[src/rtl/pkt_pkg.sv]
// Shared definitions for the packet reader: FSM state encoding, default sizes and checksum helper.
// PKT_CHECKSUM_EN adds the CKSUM state to the encoding.
package pkt_pkg;

    localparam int PKT_DATA_W  = 8;
    localparam int PKT_ADDR_W  = 5;
    localparam int PKT_LEN_DEF = 32;

    typedef enum logic [2:0] {
        ST_IDLE,
        ST_RD_REQ,
        ST_RD_WAIT,
        ST_SEND,
`ifdef PKT_CHECKSUM_EN
        ST_CKSUM,
`endif
        ST_DONE
    } pkt_state_t;

    // Two's complement of the running byte sum; callers truncate to their word width.
    function automatic logic [63:0] pkt_checksum(input logic [63:0] sum);
        return ~sum + 64'd1;
    endfunction

endpackage

[src/rtl/ram_pkt_reader_if.sv]
// Packet reader bus: RAM read port, outgoing byte stream and status lines.
interface ram_pkt_reader_if #(
    parameter int DATA_W = pkt_pkg::PKT_DATA_W,
    parameter int ADDR_W = pkt_pkg::PKT_ADDR_W
);
    logic              package_full;
    logic [DATA_W-1:0] ram_data;
    logic              rd_en;
    logic [ADDR_W-1:0] rd_addr;
    logic [DATA_W-1:0] tx_data;
    logic              tx_valid;
    logic              tx_ready;
    logic              tx_last;
    logic              busy;
    logic              pkt_done;

    modport master (
        input  package_full, ram_data, tx_ready,
        output rd_en, rd_addr, tx_data, tx_valid, tx_last, busy, pkt_done
    );

    modport slave (
        output package_full, ram_data, tx_ready,
        input  rd_en, rd_addr, tx_data, tx_valid, tx_last, busy, pkt_done
    );
endinterface

[src/rtl/pkt_edge_det.sv]
// Registered rising-edge detector; a level already high at reset release is ignored
// until it has been seen low once.
module pkt_edge_det (
    input  logic clk_in,
    input  logic rst,
    input  logic level,
    output logic rise
);
    logic prev_q;
    logic armed_q;

    always_ff @(posedge clk_in or posedge rst) begin
        if (rst) begin
            prev_q  <= 1'b0;
            armed_q <= 1'b0;
        end else begin
            prev_q <= level;
            if (!level) begin
                armed_q <= 1'b1;
            end
        end
    end

    assign rise = armed_q & level & ~prev_q;
endmodule

[src/rtl/ram_pkt_reader.sv]
// Reads a PKT_LEN-word package out of the packet RAM and streams it byte by byte.
// Define PKT_CHECKSUM_EN to append a two's-complement checksum byte to each package.
module ram_pkt_reader
    import pkt_pkg::*;
#(
    parameter int DATA_W  = PKT_DATA_W,
    parameter int ADDR_W  = PKT_ADDR_W,
    parameter int PKT_LEN = PKT_LEN_DEF
) (
    input logic              clk_in,
    input logic              rst,
    ram_pkt_reader_if.master bus
);
    localparam logic [ADDR_W-1:0] LAST_IDX = ADDR_W'(PKT_LEN - 1);

    pkt_state_t        state_q, state_d;
    logic [ADDR_W-1:0] index_q, index_d;
    logic [DATA_W-1:0] hold_q;
    logic              pending_q, pending_d;
    logic              full_rise;
    logic              start;
    logic              last_word;

    logic              rd_en;
    logic [ADDR_W-1:0] rd_addr;
    logic [DATA_W-1:0] tx_data;
    logic              tx_valid;
    logic              tx_last;
    logic              pkt_done;

`ifdef PKT_CHECKSUM_EN
    logic [DATA_W-1:0] acc_q;
    logic [DATA_W-1:0] cksum;
`endif

    pkt_edge_det u_edge (
        .clk_in (clk_in),
        .rst    (rst),
        .level  (bus.package_full),
        .rise   (full_rise)
    );

    assign last_word = (index_q == LAST_IDX);

    always_ff @(posedge clk_in or posedge rst) begin
        if (rst) begin
            state_q   <= ST_IDLE;
            index_q   <= '0;
            pending_q <= 1'b0;
            hold_q    <= '0;
        end else begin
            state_q   <= state_d;
            index_q   <= index_d;
            pending_q <= pending_d;
            if (state_q == ST_RD_WAIT) begin
                hold_q <= bus.ram_data;
            end
        end
    end

`ifdef PKT_CHECKSUM_EN
    // Sum of every accepted data byte; restarts with each package.
    always_ff @(posedge clk_in or posedge rst) begin
        if (rst) begin
            acc_q <= '0;
        end else if (start) begin
            acc_q <= '0;
        end else if (state_q == ST_SEND && bus.tx_ready) begin
            acc_q <= acc_q + hold_q;
        end
    end

    assign cksum = DATA_W'(pkt_checksum(64'(acc_q)));
`endif

    always_comb begin
        state_d   = state_q;
        index_d   = index_q;
        pending_d = pending_q;
        start     = 1'b0;
        rd_en     = 1'b0;
        rd_addr   = '0;
        tx_data   = '0;
        tx_valid  = 1'b0;
        tx_last   = 1'b0;
        pkt_done  = 1'b0;

        case (state_q)
            ST_IDLE: begin
                if (full_rise) begin
                    start = 1'b1;
                end
            end
            ST_RD_REQ: begin
                rd_en   = 1'b1;
                rd_addr = index_q;
                state_d = ST_RD_WAIT;
            end
            ST_RD_WAIT: begin
                state_d = ST_SEND;
            end
            ST_SEND: begin
                tx_valid = 1'b1;
                tx_data  = hold_q;
`ifndef PKT_CHECKSUM_EN
                tx_last  = last_word;
`endif
                if (bus.tx_ready) begin
                    if (last_word) begin
`ifdef PKT_CHECKSUM_EN
                        state_d = ST_CKSUM;
`else
                        state_d = ST_DONE;
`endif
                    end else begin
                        index_d = index_q + ADDR_W'(1);
                        state_d = ST_RD_REQ;
                    end
                end
            end
`ifdef PKT_CHECKSUM_EN
            ST_CKSUM: begin
                tx_valid = 1'b1;
                tx_data  = cksum;
                tx_last  = 1'b1;
                if (bus.tx_ready) begin
                    state_d = ST_DONE;
                end
            end
`endif
            ST_DONE: begin
                pkt_done = 1'b1;
                // An edge landing in DONE itself is served just like a pending one.
                if (pending_q || full_rise) begin
                    start = 1'b1;
                end else begin
                    state_d = ST_IDLE;
                end
            end
            default: begin
                state_d = ST_IDLE;
            end
        endcase

        if (start) begin
            state_d   = ST_RD_REQ;
            index_d   = '0;
            pending_d = 1'b0;
        end else if (full_rise && state_q != ST_IDLE) begin
            pending_d = 1'b1;
        end
    end

    assign bus.rd_en    = rd_en;
    assign bus.rd_addr  = rd_addr;
    assign bus.tx_data  = tx_data;
    assign bus.tx_valid = tx_valid;
    assign bus.tx_last  = tx_last;
    assign bus.pkt_done = pkt_done;
    assign bus.busy     = (state_q != ST_IDLE);
endmodule

[src/flat_wrapper.sv]
// flat-port wrapper written by rule: the top's interface ports become plain ports
module ram_pkt_reader_flat import pkt_pkg::*;
#(
    parameter int DATA_W  = PKT_DATA_W,
    parameter int ADDR_W  = PKT_ADDR_W,
    parameter int PKT_LEN = PKT_LEN_DEF
)
  (clk_in, rst, bus_package_full, bus_ram_data, bus_tx_ready, bus_rd_en, bus_rd_addr, bus_tx_data, bus_tx_valid, bus_tx_last, bus_busy, bus_pkt_done);
  ram_pkt_reader_if #(.DATA_W(DATA_W), .ADDR_W(ADDR_W)) bus_i ();
  input logic clk_in;
  input logic rst;
  input wire logic [$bits(bus_i.package_full)-1:0] bus_package_full;
  input wire logic [$bits(bus_i.ram_data)-1:0] bus_ram_data;
  input wire logic [$bits(bus_i.tx_ready)-1:0] bus_tx_ready;
  output wire logic [$bits(bus_i.rd_en)-1:0] bus_rd_en;
  output wire logic [$bits(bus_i.rd_addr)-1:0] bus_rd_addr;
  output wire logic [$bits(bus_i.tx_data)-1:0] bus_tx_data;
  output wire logic [$bits(bus_i.tx_valid)-1:0] bus_tx_valid;
  output wire logic [$bits(bus_i.tx_last)-1:0] bus_tx_last;
  output wire logic [$bits(bus_i.busy)-1:0] bus_busy;
  output wire logic [$bits(bus_i.pkt_done)-1:0] bus_pkt_done;
  assign bus_i.package_full = bus_package_full;
  assign bus_i.ram_data = bus_ram_data;
  assign bus_i.tx_ready = bus_tx_ready;
  assign bus_rd_en = bus_i.rd_en;
  assign bus_rd_addr = bus_i.rd_addr;
  assign bus_tx_data = bus_i.tx_data;
  assign bus_tx_valid = bus_i.tx_valid;
  assign bus_tx_last = bus_i.tx_last;
  assign bus_busy = bus_i.busy;
  assign bus_pkt_done = bus_i.pkt_done;
  ram_pkt_reader #(.DATA_W(DATA_W), .ADDR_W(ADDR_W), .PKT_LEN(PKT_LEN)) u_core (.clk_in(clk_in), .rst(rst), .bus(bus_i));
endmodule
[config.mk]
export PLATFORM = sky130hd
export DESIGN_NAME = ram_pkt_reader_flat
export DESIGN_NICKNAME = d
export VERILOG_FILES = /design/src/rtl/pkt_pkg.sv /design/src/rtl/ram_pkt_reader_if.sv /design/src/rtl/pkt_edge_det.sv /design/src/rtl/ram_pkt_reader.sv /design/src/flat_wrapper.sv
export SDC_FILE = /design/constraint.sdc
export NUM_CORES = 1
export LEC_CHECK = 0
export BUFFER_PORTS_ARGS = -buffer_cell sky130_fd_sc_hd__buf_2
export CORE_UTILIZATION = 49
export CTS_CLUSTER_DIAMETER = 40
export DETAILED_ROUTE_END_ITERATION = 10
export PLACE_DENSITY = 0.88
export SYNTH_ARGS = -nofsm -noshare
export SYNTH_HDL_FRONTEND = slang
export SYNTH_SLANG_ARGS = --single-unit
[constraint.sdc]
create_clock -name clk_in -period 1.9 [get_ports clk_in]
set_input_delay 0.38 -clock clk_in [delete_from_list [all_inputs] [get_ports clk_in]]
set_output_delay 0.38 -clock clk_in [all_outputs]
set_load 0.005 [all_outputs]
==> out/metrics.cfg <==
[clock_tree]
clkSlewWorstSetupHoldPaths_ns=0.11
htree_levels=1
cts-root-buf=clkbuf_4
cts_buffers=3
ctsHoldBuffers=0
clk_path_buf_depth=2
cts_tree=done
clock_sinks=19
insertion_delay_ns=0.29

[timing]
setup_tns_ns=0
fin_skew_ns=0.00633
drv_slew=0
worst_pin_slew_ns=0.685
hold_violations=0
period_share=0.982
fmax_mhz=536
rsz0062_at_grt=true
post-route-min-period_ns=1.87
worst_slew_margin_rel=0.543
finalSetupViolations=0

[placed_design]
place_congestion=0.818
post-place-cells=138
dp.final_hpwl_um=1290
port-buffer-count=29

[layout]
fillers=147
drive_gt1_frac=0.475
multiInputGateArea_sq_um=492
syn_to_final_growth_pct=24.9
fin_cells=145
n_antenna_cell=0
nets=135
ff_latch_area_sq_um=479

[setup_path]
cp_max_fo=6
worstPathArrival_ns=1.49
cp.required_ns=1.52
ff2ff_path_depth=6
critPathLaunchType=register
critPathKind=reg -> out
critPathCaptureType=output port

[power_and_ir_drop]
power.internal_w=0.00108
p_sw_w=0.000552
seq_power_share=0.428
p_comb_frac=0.450
power_density_mw_per_mm2=1320
power_frac_clock=0.122
vdd_drop_max_v=0.000823
total_leakage_power_nw=0.585
sw_frac_of_total=0.339

[grt]
grt_usage=0.182
grt_pass1_vias=681
grt_max_degree=20
grt-ovfl-total=0
antenna_found_initial=0
grt_pass1_wl_um=2790

[drt]
first_pass_iters=4
drc=0
viasPerCell=5.34
final_antenna_net_count=0
initialDrtViolationCount=14
vias=775
wirelength_um=1810
wl_per_cell_um=12.5

[floorplanning]
die_w_um=47.0
coreArea_sq_mm=0.00180
die_area_sq_mm=0.00221
core.rowCount=15
die-height_um=47.0
start_util=0.550
io_pins=30

[logic_synthesis]
synthCells=86
ys_seq_area_frac=0.480
synth_top_area_frac=0.480
synthMuxAreaShare=0.0909
synth_most_common_cell=dfrtp_1
synth_flop_cell=dfrtp_1
syn_area_sq_um=991
synth_edf_count=0
yosysWarnings=0
yosys.area_share.xor_xnor=0
ys_seq_elements=19
synth_top_family_by_area=simple AND/OR/NAND/NOR gates
syn_area_per_cell_sq_um=11.5
synth_area_leaders=dfrtp_1, and2_1, mux2_2, and3_1, ha_1
synth-adder-area-share=0.0253
yosysTopAreaCell=dfrtp_1
yosysUniqueCellTypes=30
synth_commonest_cells=dfrtp_1, and2_1, mux2_2
async_reset_ff_frac=1.00
yosys.area_share.simple=0.259
synth-compound-area-share=0.0934
synthesis.nets=100

[worst_hold_path]
hold_class=in -> async

[status]
status=complete, no violations

[flow_run]
max-cap-violations=0

-- cell type report --
type,count,share of cell area
Clock inverter,1,0.00404
Inverter,3,0.00910
Clock buffer,3,0.0182
Timing Repair Buffer,35,0.159
Tap cell,25,0.0253
Multi-Input combinational cell,59,0.397
Sequential cell,19,0.387
-- sequential cells by signal, summed over array words and instances, names as in the netlist --
name	cells
u_core.state_q	3
u_core.u_edge.armed_q	1
u_core.hold_q	8
u_core.u_edge.prev_q	1
u_core.pending_q	1
u_core.index_q	5
-- what timing repair did --
action / 4_1_cts / 5_1_grt
endpoints found under the hold margin: 0 / 0
pin swaps: 0 / 1
buffers inserted: 2 / 1
endpoints found under the setup margin: 9 / 14
gates resized for setup: 5 / 6
-- power groups by stage --
stage / Clock [W] / Combinational, W / Sequential (W)
global route: 0.000225 / 0.000843 / 0.000717
floorplan: 0 / 0.000537 / 0.000632
finish: 0.000198 / 0.000734 / 0.000698
CTS: 0.000207 / 0.000729 / 0.000688
detailed placement: 0 / 0.000678 / 0.000702
global placement: 0 / 0.000658 / 0.000687
-- final timing paths --
| path | from | endpoint | slack [ns] |
|---|---|---|---|
| min in group clk_in | bus_package_full | u_core.u_edge.prev_q$_DFF_PP0_ | 0.21 |
| worst max-delay path | u_core.index_q[0]$_DFFE_PP0P_ | bus_tx_last | 0.03 |
| worst min register to register | u_core.u_edge.armed_q$_DFFE_PP0N_ | u_core.u_edge.armed_q$_DFFE_PP0N_ | 0.47 |
| worst min-delay path | rst | u_core.hold_q[1]$_DFFE_PP0N_ | 0.17 |
| max in group asynchronous | rst | u_core.state_q[1]$_DFFE_PP0P_ | 1.25 |
| worst max register to register | u_core.index_q[0]$_DFFE_PP0P_ | u_core.index_q[3]$_DFFE_PP0P_ | 0.09 |
-- layout by cell type (no fill, tap or decap), types with 2 or more instances in the layout --
cell       count
nor3_1         2
o21a_1         3
a22oi_1        3
buf_4          6
mux2_1         2
dfrtp_1       16
clkbuf_4       3
and3_4         2
nor2_1         3
dfrtp_2        3
or4_1          2
nor3b_1        3
a2bb2oi_1      2
inv_1          3
o31ai_1        2
buf_2         28
and3_1         2
and2_1        13
mux2_2         6
nand3_1        2
-- worst max-delay path, stage by stage, from the launching register on --
cell and delay (ns):
dfrtp_1 0.41, ha_2 0.19, and3_4 0.19, ha_4 0.17, and2_4 0.13, buf_6 0.10
-- cells by family after synthesis --
family / count (synthesis)
multiplexers: 8
AO/OA/AOI/OAI: 12
buffers and inverters: 8
AND/OR/NAND/NOR: 37
flip-flops: 19
adder cells (fa/ha/maj): 2
-- layer usage --
metal	track usage	vias up	wire, um
met5	0	-	0
met4	0.0514	0	0
met3	0.0346	0	88
met2	0.336	23	935
met1	0.214	373	786
li1	-	379	-
-- per-stage QoR --
step / instance area, sq um / utilization / worst slack [ns] / power [W] / hold WS [ns]
CTS: 1210 / 0.674 / 0.00573 / 0.00162 / 0.196
global route: 1240 / 0.687 / -0.00770 / 0.00179 / 0.193
global placement: 1150 / 0.638 / 0.143 / 0.00134 / 0.442
finish: 1240 / 0.687 / 0.0339 / 0.00163 / 0.172
floorplan: 991 / - / 0.196 / 0.00117 / 0.331
detailed placement: 1150 / 0.638 / 0.0609 / 0.00138 / 0.449
No activity file was read; power rests on OpenSTA's default activity.
